$ cat config.mk
export PLATFORM = sky130hd
export DESIGN_NAME = dac_trig_sched
export DESIGN_NICKNAME = d
export VERILOG_FILES = /design/src/rtl/dac_trig_sched.sv
export SDC_FILE = /design/constraint.sdc
export NUM_CORES = 1
export LEC_CHECK = 0
export ABC_CLOCK_PERIOD_IN_PS = 3600
export CAP_MARGIN = 20
export CELL_PAD_IN_SITES_DETAIL_PLACEMENT = 0
export CELL_PAD_IN_SITES_GLOBAL_PLACEMENT = 1
export CORE_MARGIN = 4
export CORE_UTILIZATION = 40
export CTS_CLUSTER_DIAMETER = 40
export DETAILED_ROUTE_END_ITERATION = 10
export DONT_BUFFER_PORTS = 1
export HOLD_SLACK_MARGIN = 0.03
export PLACE_DENSITY_LB_ADDON = 0.1
export SETUP_SLACK_MARGIN = 0.4
export SLEW_MARGIN = 20
export SYNTH_ARGS = -nofsm -noshare
export SYNTH_HDL_FRONTEND = slang
export SYNTH_SLANG_ARGS = --single-unit
$ cat constraint.sdc
create_clock -name clk -period 3.6 [get_ports clk]
set_input_delay 0.54 -clock clk [delete_from_list [all_inputs] [get_ports clk]]
set_output_delay 0.54 -clock clk [all_outputs]
set_load 0.02 [all_outputs]
$ cat src/rtl/dac_trig_sched.sv
// Multi-channel DAC trigger scheduler: per-channel delayed one-cycle triggers inside a repeating frame.
// Optional DAC_TRIG_SCHED_EXT_SYNC_EN adds ext_sync_in and an ARM state waiting for its rising edge.
module dac_trig_sched #(
  parameter int NUM_CH = 8,
  parameter int DLY_W  = 16,
  parameter int REP_W  = 16
) (
  input  logic                    clk,
  input  logic                    rst,
  input  logic                    start_in,
  input  logic                    stop_in,
`ifdef DAC_TRIG_SCHED_EXT_SYNC_EN
  input  logic                    ext_sync_in,
`endif
  input  logic [NUM_CH*DLY_W-1:0] cfg_delay,
  input  logic [NUM_CH-1:0]       cfg_ch_en,
  input  logic [DLY_W-1:0]        cfg_period,
  input  logic [REP_W-1:0]        cfg_repeats,
  output logic [NUM_CH-1:0]       trigger_out,
  output logic                    busy,
  output logic                    done,
  output logic                    cfg_err,
  output logic [REP_W-1:0]        frame_idx
);

  typedef enum logic [1:0] {S_IDLE, S_ARM, S_RUN} state_t;

  state_t                         state_q, state_d;
  logic [DLY_W-1:0]               cnt_q, cnt_d;
  logic [REP_W-1:0]               frame_d;
  logic                           start_q, start_edge;
  logic                           done_d, err_d, latch;
  logic [DLY_W-1:0]               per_q;
  logic [REP_W-1:0]               rep_q;
  logic [NUM_CH-1:0]              en_q;
  logic [NUM_CH-1:0][DLY_W-1:0]   dly_q;

  assign start_edge = start_in & ~start_q;

`ifdef DAC_TRIG_SCHED_EXT_SYNC_EN
  logic ext_q, sync_edge;
  assign sync_edge = ext_sync_in & ~ext_q;
  always_ff @(posedge clk or negedge rst)
    if (!rst) ext_q <= 1'b0;
    else      ext_q <= ext_sync_in;
`endif

  always_ff @(posedge clk or negedge rst) begin
    if (!rst) begin
      state_q   <= S_IDLE;
      cnt_q     <= '0;
      frame_idx <= '0;
      start_q   <= 1'b0;
      busy      <= 1'b0;
      done      <= 1'b0;
      cfg_err   <= 1'b0;
    end else begin
      state_q   <= state_d;
      cnt_q     <= cnt_d;
      frame_idx <= frame_d;
      start_q   <= start_in;
      busy      <= (state_d != S_IDLE);
      done      <= done_d;
      cfg_err   <= err_d;
    end
  end

  // Shadow config: only captured on an accepted start, so RUN ignores live cfg_* changes.
  always_ff @(posedge clk or negedge rst) begin
    if (!rst) begin
      per_q <= '0;
      rep_q <= '0;
      en_q  <= '0;
      dly_q <= '0;
    end else if (latch) begin
      per_q <= cfg_period;
      rep_q <= cfg_repeats;
      en_q  <= cfg_ch_en;
      dly_q <= cfg_delay;
    end
  end

  always_comb begin
    state_d = state_q;
    cnt_d   = cnt_q;
    frame_d = frame_idx;
    done_d  = 1'b0;
    err_d   = 1'b0;
    latch   = 1'b0;
    if (stop_in) begin
      state_d = S_IDLE;
      cnt_d   = '0;
      frame_d = '0;
    end else begin
      case (state_q)
        S_IDLE: if (start_edge) begin
          if (cfg_period == '0) err_d = 1'b1;
          else begin
            latch   = 1'b1;
            cnt_d   = '0;
            frame_d = '0;
`ifdef DAC_TRIG_SCHED_EXT_SYNC_EN
            state_d = S_ARM;
`else
            state_d = S_RUN;
`endif
          end
        end
`ifdef DAC_TRIG_SCHED_EXT_SYNC_EN
        S_ARM: if (sync_edge) begin
          state_d = S_RUN;
          cnt_d   = '0;
        end
`endif
        S_RUN: begin
          if (cnt_q == per_q - DLY_W'(1)) begin
            cnt_d = '0;
            if (frame_idx == rep_q) begin
              state_d = S_IDLE;
              frame_d = '0;
              done_d  = 1'b1;
            end else begin
              frame_d = frame_idx + REP_W'(1);
            end
          end else begin
            cnt_d = cnt_q + DLY_W'(1);
          end
        end
        default: state_d = S_IDLE;
      endcase
    end
  end

  // A delay >= period never matches cnt, so such a channel simply stays silent.
  for (genvar i = 0; i < NUM_CH; i++) begin : g_ch
    always_ff @(posedge clk or negedge rst)
      if (!rst) trigger_out[i] <= 1'b0;
      else      trigger_out[i] <= !stop_in && (state_q == S_RUN) &&
                                  (cnt_q == dly_q[i]) && en_q[i];
  end

endmodule

==> results by group, run 1 <==
Routing
  – WL per Instance: 23.3 um
  – DRT iter0 DRCs: 334
  – Vias per inst: 5.49
  – Drt total wl: 29300 um
  – TritonRoute pass-1 iters: 4
  – Drt drc: 0
  – Via Count: 6923
  – Post-DRT Antenna Nets: 0

Cells and area
  – Share of layout cells above drive strength 1: 0.306
  – Area Growth Syn to Fin: 18.6%
  – Post-route cell area: 12600 um^2
  – # nets final: 1065

Logic synthesis
  – Post-synth EDFFs: 0
  – Mapped Area: 10600 um^2
  – Synth unique cells: 55
  – Async set-or-reset flop fraction in the synthesized netlist: 1.00
  – Yosys warnings: 0
  – Post-Syn Area per Cell: 12.3 um^2
  – Register area share after synthesis: 0.504
  – Main synth FF type: dfrtp_1
  – Synth Instances: 864
  – #FFs+latches synth: 214
  – Syn_nets: 1039

Timing
  – Post-route setup TNS: 0 ps
  – Fmax achieved: 332 MHz
  – Max Clock Skew: 14.0 ps
  – Fin crit share: 0.836
  – RSZ-0062 raised after global routing: no
  – Fin Hold WS: -270 ps
  – Relative slew slack: 0.416
  – Post-route minimum period: 3010 ps
  – Final hold vios: 214
  – # setup viols final: 0
  – Final Max Tran Viols: 0
  – Slew @ Worst Pin: 872 ps

Global route
  – Vias in the first global route: 7588
  – First-pass GRT wire length: 44500 um
  – Largest net degree at the start of global routing: 215
  – GRT Total Usage: 0.200
  – Initial antenna violation count: 14
  – Global route overflow: 0

Place
  – Hpwl dp: 20100 um
  – Gpl congestion: 0.852
  – DP Area: 11100 um^2
  – # port buffers: 0

Worst setup path
  – CP bufs+invs: 2
  – CP Capture Type: flop
  – CP required: 3990 ps
  – Critical path launch point type: flop
  – Crit-path max FO: 26
  – Worst Setup Path Type: reg2reg
  – Critical Path AT: 3400 ps
  – Cell-by-cell trace of the critical path: inv_1 -> ha_2 -> or4b_4 -> o21a_1 -> or3_1 -> a211oi_2 -> and4bb_1 -> o21ai_2 -> buf_4 -> a221o_1
  – Top delay family on crit path: simple AND/OR/NAND/NOR gates
  – Slowest CP cell: or4b_4
  – Delay of the slowest cell on the worst path: 500 ps

Run status
  – Failing checks: hold timing
  – Outcome: complete, but fails checks

CTS
  – Clock root cell: clkbuf_16
  – Worst-skew pair later-pin latency: 520 ps
  – H-tree depth: 2
  – Clock sinks: 214
  – CTS clk-pin slew, worst paths: 50 ps
  – Number of buffers created by CTS: 40
  – Clk buf depth: 3
  – CTS tree: yes

Floorplan
  – Chip width: 171 um
  – Core area: 26100 um^2
  – Starting Density: 0.407
  – Boundary pin count: 199
  – Num rows: 59
  – Die footprint: 29300 um^2
  – Height of the die: 171 um

Hold path
  – Worst hold path class: in2async

Power
  – Leak: 5.29 nW
  – Pwr/cell area: 658 nW/um^2
  – VDD IR max: 397 uV

Run
  – Max Cap Viol: 0
==> report_power, final <==
part,internal (W),total (W),switching [W],leakage (nW)
Sequential,0.00286,0.00322,0.000358,2.65
Combinational,0.000681,0.00105,0.000370,1.94
Clock,0.00274,0.00402,0.00128,0.703
==> cell usage after synthesis (5+ instances only) <==
cell type,number,area [um^2]
nand4_1,37,231
nand3_1,18,90.1
nor2_1,30,113
xnor2_1,139,1220
inv_1,7,26.3
a221o_1,14,140
buf_2,5,25.0
nand2_1,23,86.3
and2_1,13,81.3
nor4_1,28,175
mux2_2,168,1890
xor2_1,33,289
or2_2,5,31.3
a211oi_1,6,45.0
and3_1,18,113
dfrtp_1,214,5360
clkbuf_1,19,71.3
nor3_1,7,35.0
buf_1,18,67.6
==> sequential cells by signal (all words and copies together), names as in the netlist <==
register / count
done: 1
dly_q: 128
trigger_out: 8
per_q: 16
start_q: 1
rep_q: 16
state_q: 2
cnt_q: 16
en_q: 8
busy: 1
cfg_err: 1
frame_idx: 16
==> layout by cell type (no fill, tap or decap), drive strengths merged, types with 9 or more instances in the layout <==
| cell | n |
|---|---|
| and2 | 13 |
| nand4 | 37 |
| nor2 | 30 |
| clkbuf | 51 |
| xor2 | 33 |
| mux2 | 169 |
| nand2 | 23 |
| inv | 9 |
| nand3 | 18 |
| dfrtp | 214 |
| nor4 | 29 |
| buf | 28 |
| clkinv | 9 |
| xnor2 | 139 |
| a221o | 14 |
| and3 | 18 |
==> kinds of logic after synthesis <==
family                   Yosys count  share of synthesized area
AO/OA/AOI/OAI                     44                     0.0345
XOR/XNOR                         172                      0.142
adder cells (fa/ha/maj)            3                    0.00353
buffers and inverters             51                     0.0197
flip-flops                       214                      0.504
multiplexers                     169                      0.179
other                              1                   0.000353
AND/OR/NAND/NOR                  210                      0.118
==> per-stage QoR <==
step,total power [W],std cells,util,hold slack [ps],setup slack (ps)
floorplan,0.00408,864,-,244,803
global placement,0.00426,1182,0.425,252,628
detailed placement,0.00432,1182,0.425,255,561
CTS,0.00839,1255,0.481,-288,549
global route,0.00866,1259,0.482,-293,451
finish,0.00829,1261,0.482,-270,591
==> final cells by class <==
class                      instances  area [um^2]
antenna                            5         12.5
clock buffer                      51         1090
clock inverter                    22          370
fill                            2328        13500
inverter                           7         26.3
multi-input combinational        599         5080
sequential                       214         5360
tap                              335          419
timing repair buffer              28          248
==> routing by layer <==
layer  vias up  GRT usage  share of wire
met5         -          0         0.0047
met3        74     0.0744          0.080
li1       3162          -              -
met1      3445      0.243           0.41
met4        22     0.0623          0.025
met2       220      0.332           0.48
==> what timing repair did <==
action	in CTS	in global routing
buffers inserted	0	1
resized for setup	0	3
hold endpoints to repair	214	214
setup endpoints to repair	0	14
==> final timing paths <==
kind,start,end,slack [ps],cells past startpoint
max in group asynchronous,rst,trigger_out[0],3460,0
max,per_q[0],frame_idx[11],590,10
min reg2reg,en_q[1],en_q[1],500,1
max reg2reg,per_q[0],frame_idx[11],590,10
min in group clk,start_in,start_q,50,0
min,rst,per_q[5],-270,0
Power figures use the tool's default switching activity.
==> inputs of run 2 (changes only) <==
--- a/config.mk
+++ b/config.mk
@@ -5,7 +5,8 @@
 export SDC_FILE = /design/constraint.sdc
 export NUM_CORES = 1
 export LEC_CHECK = 0
-export ABC_CLOCK_PERIOD_IN_PS = 3600
+export ABC_AREA = 1
+export ABC_CLOCK_PERIOD_IN_PS = 3000
 export CAP_MARGIN = 20
 export CELL_PAD_IN_SITES_DETAIL_PLACEMENT = 0
 export CELL_PAD_IN_SITES_GLOBAL_PLACEMENT = 1
==> constraint.sdc (replaced) <==
create_clock -name clk -period 3 [get_ports clk]
set_input_delay 0.45 -clock clk [delete_from_list [all_inputs] [get_ports clk]]
set_output_delay 0.45 -clock clk [all_outputs]
set_load 0.02 [all_outputs]
==> run 2 against run 1 <==
Net effect:
- the flow still finishes with violations (hold timing)
- worst hold slack worse by 70 ps
- sequential power is 20% higher
- synthesized cell count is 45% higher
- fmax is 31% higher
- total power is 17% higher
- synthesized area is 8.3% higher
- via count is 30% higher
- critical path type unchanged
==> results by group, run 2 <==
Run status
  – Outcome: complete, but fails checks
  – Failing checks: hold timing

Cells and area
  – Most common cell after layout, fill and taps aside: nand2_1
  – Final Non-Filler Cells: 1674
  – Fillcell total: 2764
  – Top reg by flops: dly_q
  – Area Growth Syn to Fin: 15.5%
  – Most frequent cells in the layout: nand2_1, dfrtp_1, mux2_2
  – Share of layout cells above drive strength 1: 0.211
  – Max reg flops: 128
  – # nets final: 1445

Timing
  – Fin crit share: 0.765
  – RSZ-0062 raised after global routing: no
  – Max Clock Skew: 24.8 ps
  – Final hold vios: 214
  – Post-route minimum period: 2290 ps
  – Post-route setup TNS: 0 ps
  – Relative slew slack: 0.475
  – Slew @ Worst Pin: 788 ps
  – Fin Hold WS: -341 ps
  – Final Max Tran Viols: 0
  – # setup viols final: 0
  – Fmax achieved: 436 MHz

Routing
  – Drt total wl: 34700 um
  – WL per Instance: 20.7 um
  – Post-DRT Antenna Nets: 0
  – DRT iter0 DRCs: 551
  – TritonRoute pass-1 iters: 7
  – Via Count: 8974
  – Drt drc: 0
  – Vias per inst: 5.36

Worst setup path
  – R2R cell count: 17
  – Crit-path most repeated cell: nand2_1
  – Crit-path max FO: 18
  – CP required: 3390 ps
  – Cell-by-cell trace of the critical path: inv_2 -> ha_1 -> inv_1 -> nand2_1 -> nand2_1 -> nor2_1 -> nand2_1 -> nor2_1 -> nand2_1 -> nor2_1 -> nand2_1 -> nor2_2 -> nand2_2 -> nand2_8 -> nand2_4 -> nand2_1 -> nand2_1
  – Critical path launch point type: flop
  – Top delay family on crit path: simple AND/OR/NAND/NOR gates
  – Worst Setup Path Type: reg2reg
  – R2R Path End: frame_idx[9]
  – Slowest CP cell: dfrtp_1
  – Critical Path AT: 2680 ps
  – CP Capture Type: flop
  – Reg2Reg Setup Slack: 710 ps
  – R2R Path Start: per_q[0]
  – CP bufs+invs: 2
  – Delay of the slowest cell on the worst path: 390 ps

Floorplan
  – Chip width: 178 um
  – Core area: 28100 um^2
  – Num rows: 61
  – Die footprint: 31600 um^2
  – Height of the die: 178 um
  – Starting Density: 0.410
  – Boundary pin count: 199

CTS
  – CTS clk-pin slew, worst paths: 50 ps
  – CTS tree: yes
  – Clock sinks: 214
  – H-tree depth: 2
  – Clock root cell: clkbuf_16
  – Number of buffers created by CTS: 36
  – Worst-skew pair later-pin latency: 510 ps
  – CTS Hold Bufs: 2
  – Clk buf depth: 3

Logic synthesis
  – Post-Syn Area per Cell: 9.17 um^2
  – Most common cell in the netlist: nand2_1
  – Synth Instances: 1256
  – Yosys warnings: 0
  – Syn_nets: 1431
  – Mapped Area: 11500 um^2
  – Main synth FF type: dfrtp_1
  – Synth unique cells: 37
  – Register area share after synthesis: 0.465
  – Most common library cells after synthesis: nand2_1, dfrtp_1, mux2_2
  – Post-synth EDFFs: 0
  – #FFs+latches synth: 214
  – Synth area leaders: dfrtp_1, mux2_2, nand2_1
  – Async set-or-reset flop fraction in the synthesized netlist: 1.00
  – Share of the synthesized area in the top cell type: 0.465
  – Cell accounting for the most synthesized area: dfrtp_1

Power
  – VDD IR max: 480 uV
  – Pwr/cell area: 727 nW/um^2
  – Leak: 6.06 nW
  – Total Power: 0.00967 W

Place
  – Placed insts: 1608
  – Gpl congestion: 0.817
  – # port buffers: 0
  – Hpwl dp: 25100 um

Global route
  – Largest net degree at the start of global routing: 215
  – Global route overflow: 0
  – GRT Total Usage: 0.221
  – First-pass GRT wire length: 53800 um
  – Vias in the first global route: 9183
  – Initial antenna violation count: 14

Hold path
  – Worst hold path class: in2async

Run
  – Max Cap Viol: 0
[run 2: cell count changes in the layout (fill, tap and decap cells not counted), sizes merged, moves of 21 or more]
cell	previous run	this run
mux2	169	137
a221oi	1	22
xnor2	139	36
nand2	23	258
o21ai	4	48
nand3	18	65
inv	9	95
nor2	30	101
[run 2: area by class of cell]
type	count	area, um^2	area share
flip-flops and latches	214	5360	0.403
multi-input cells	881	5520	0.415
inverters	96	360	0.0271
well taps	378	473	0.0356
clock buffers	42	975	0.0733
repair buffers	41	350	0.0263
clock inverters	20	262	0.0197
diodes	2	5.00	0.000376
[run 2: what timing repair did]
item	CTS	global route
buffers inserted	0	0
gates resized for setup	0	2
endpoints found under the setup margin	0	18
hold endpoints to repair	217	214
[run 2: how the worst max path moves through the flow]
stage                     slack [ps]  cells after the start  startpoint             to
after global routing             410                     17    per_q[1]  frame_idx[14]
after CTS                        570                     15    per_q[0]   frame_idx[9]
final                            710                     17    per_q[0]   frame_idx[9]
after detailed placement         570                     15    per_q[0]   frame_idx[9]
after floorplan                  950                     16    per_q[0]   frame_idx[5]
after global placement           620                     14    per_q[7]  frame_idx[11]
[run 2: metrics by stage]
| stage | hold WS (ps) | util | cell area (um^2) | setup WS, ps |
|---|---|---|---|---|
| floorplan | 154 | - | 11500 | 946 |
| global placement | 169 | 0.428 | 12000 | 619 |
| detailed placement | 171 | 0.428 | 12000 | 573 |
| CTS | -370 | 0.473 | 13300 | 570 |
| global route | -375 | 0.473 | 13300 | 410 |
| finish | -341 | 0.473 | 13300 | 706 |
[run 2: power breakdown]
group          internal [W]  total (W)  switching, W
logic              0.000815    0.00157      0.000757
registers           0.00343    0.00388      0.000452
clock network       0.00276    0.00421       0.00145
[run 2: cells by family after synthesis]
family                   Yosys count  synth area share
AND/OR/NAND/NOR                  531             0.209
flip-flops                       214             0.465
buffers and inverters            161            0.0575
multiplexers                     137             0.134
AO/OA/AOI/OAI                    128            0.0693
XOR/XNOR                          81            0.0616
adder cells (fa/ha/maj)            3           0.00326
other                              1          0.000326
[run 2: routing by layer]
metal / global-route usage / share of wire / up-vias
met5: 0 / 0.0036 / -
met4: 0.0625 / 0.026 / 24
met3: 0.0718 / 0.077 / 84
met2: 0.350 / 0.46 / 270
met1: 0.292 / 0.43 / 4315
li1: - / - / 4281
==> inputs of run 3 (changes only) <==
--- a/config.mk
+++ b/config.mk
@@ -6,7 +6,7 @@
 export NUM_CORES = 1
 export LEC_CHECK = 0
 export ABC_AREA = 1
-export ABC_CLOCK_PERIOD_IN_PS = 3000
+export ABC_CLOCK_PERIOD_IN_PS = 2230
 export CAP_MARGIN = 20
 export CELL_PAD_IN_SITES_DETAIL_PLACEMENT = 0
 export CELL_PAD_IN_SITES_GLOBAL_PLACEMENT = 1
==> constraint.sdc (replaced) <==
create_clock -name clk -period 2.23 [get_ports clk]
set_input_delay 0.3345 -clock clk [delete_from_list [all_inputs] [get_ports clk]]
set_output_delay 0.3345 -clock clk [all_outputs]
set_load 0.02 [all_outputs]
==> run 3 against run 2 <==
Net effect:
- the flow still finishes with violations (hold timing)
- routed wire length up 9.8%
- clock-buffer cell count up 3
- cell area up 20%
- critical path type unchanged
- first-iteration DRC count up 5.4%
- via count up 11%
- critical path depth down 8
==> results by group, run 3 (synthesis gave the netlist of run 2 again) <==
Routing
  – Via Count: 9979
  – Vias per inst: 5.24
  – Post-DRT Antenna Nets: 0
  – WL per Instance: 20.0 um
  – Drt drc: 0
  – TritonRoute pass-1 iters: 5
  – Drt total wl: 38100 um
  – DRT iter0 DRCs: 581

Worst setup path
  – Crit path capture: frame_idx[6]
  – Setup crit start: state_q[1]
  – Cell-by-cell trace of the critical path: inv_1 -> nor2_4 -> inv_1 -> nand3_1 -> nand2_1 -> clkinv_1 -> buf_4 -> nand3_1 -> nand2_1
  – Top delay family on crit path: buffers and inverters
  – Reg2Reg Setup Slack: 110 ps
  – CP bufs+invs: 4
  – Worst Setup Path Type: reg2reg
  – Critical path launch point type: flop
  – R2R cell count: 9
  – Critical Path AT: 2510 ps
  – Slowest CP cell: dfrtp_1
  – CP Capture Type: flop
  – R2R Path Start: state_q[1]
  – Crit-path max FO: 16
  – Delay of the slowest cell on the worst path: 380 ps
  – R2R Path End: frame_idx[6]
  – CP required: 2630 ps
  – Logic depth of the worst setup path including buffers: 9

Place
  – Placed insts: 1638
  – Gpl congestion: 0.858
  – Pre-CTS WS: 78.1 ps
  – Hpwl dp: 26000 um
  – # port buffers: 0

Timing
  – Fin crit share: 0.949
  – Fin Hold WS: -472 ps
  – Fmax achieved: 472 MHz
  – Post-route minimum period: 2120 ps
  – Final Max Tran Viols: 0
  – Slew @ Worst Pin: 847 ps
  – Relative slew slack: 0.435
  – Worst setup margin: 113 ps
  – RSZ-0062 raised after global routing: yes
  – # setup viols final: 0
  – Max Clock Skew: 24.1 ps
  – Final hold vios: 214

Cells and area
  – Top reg by flops: dly_q
  – # nets final: 1671
  – Share of layout cells above drive strength 1: 0.266
  – Most common cell after layout, fill and taps aside: nand2_1
  – Most frequent cells in the layout: nand2_1, dfrtp_1, dlygate4sd3_1
  – Max reg flops: 128
  – Area Growth Syn to Fin: 38.4%
  – Final Non-Filler Cells: 1906

Floorplan
  – Num rows: 61
  – Core area: 28100 um^2
  – Die footprint: 31600 um^2
  – Chip width: 178 um
  – Boundary pin count: 199
  – Starting Density: 0.410
  – Height of the die: 178 um

Global route
  – First-pass GRT wire length: 58900 um
  – GRT Total Usage: 0.240
  – Vias in the first global route: 10420
  – Largest net degree at the start of global routing: 215
  – Initial antenna violation count: 4
  – Global route overflow: 0

Run
  – Max Cap Viol: 0

CTS
  – H-tree depth: 2
  – Worst-skew pair later-pin latency: 520 ps
  – Clock sinks: 214
  – Number of buffers created by CTS: 39
  – CTS clk-pin slew, worst paths: 50 ps
  – Clock root cell: clkbuf_16
  – CTS tree: yes
  – Clk buf depth: 3

Hold path
  – Worst hold path class: in2async

Run status
  – Failing checks: hold timing
  – Outcome: complete, but fails checks

Power
  – VDD IR max: 783 uV
  – Pwr/cell area: 887 nW/um^2
  – Total Power: 0.0141 W
  – Leak: 7.17 nW
==> run 3: cell types whose count changed in the layout (fill, tap and decap cells not counted), moves of 13 or more <==
cell / delta
nand2_2: +14
nand2_1: -15
nand3_1: -17
nand3_2: +17
buf_4: +45
nor2_1: -13
dlygate4sd3_1: +169
==> run 3: repair_timing <==
action	in CTS	in global routing
buffers inserted	10	9
pin swaps	8	30
cloned	2	3
hold buffers	170	1
gates resized for setup	35	51
endpoints found under the setup margin	39	83
hold endpoints to repair	400	228
==> run 3: worst min path at each step <==
stage,cells after the start,endpoint,start,slack [ps]
after global routing,0,per_q[9],rst,-490
after global placement,0,per_q[3],rst,60
after CTS,0,dly_q[39],rst,-500
after detailed placement,0,per_q[2],rst,60
final,0,per_q[9],rst,-470
after floorplan,0,busy,rst,40
==> run 3: worst reg2reg max path: stages, from the launching register on <==
cell and delay [ps]:
dfrtp_1 380, inv_1 110, nor2_4 60, inv_1 300
nand3_1 120, nand2_1 120, clkinv_1 350, buf_4 370
nand3_1 130, nand2_1 60
==> run 3: area by class of cell <==
| type | instances | area (um^2) |
|---|---|---|
| Timing Repair inverter | 1 | 7.51 |
| Tap cell | 378 | 473 |
| Inverter | 96 | 380 |
| Sequential cell | 214 | 5370 |
| Multi-Input combinational cell | 883 | 5820 |
| Antenna cell | 4 | 10.0 |
| Fill cell | 2514 | 12100 |
| Timing Repair Buffer | 261 | 2510 |
| Clock buffer | 45 | 1020 |
| Clock inverter | 24 | 349 |
==> run 3: routing by layer <==
layer,part of all wire,track usage
met2,0.48,0.397
met4,0.029,0.0773
met5,0,0
met1,0.44,0.316
met3,0.053,0.0486
==> run 3: where the power goes <==
part,internal (W),switching (W)
combinational,0.00143,0.00125
sequential,0.00461,0.000625
clock,0.00412,0.00211
==> run 3: per-stage QoR <==
step,cell area [um^2],setup TNS (ps),utilization
floorplan,11500,0,-
global placement,12300,0,0.439
detailed placement,12300,0,0.439
CTS,15600,0,0.556
global route,15900,-372,0.567
finish,15900,0,0.567
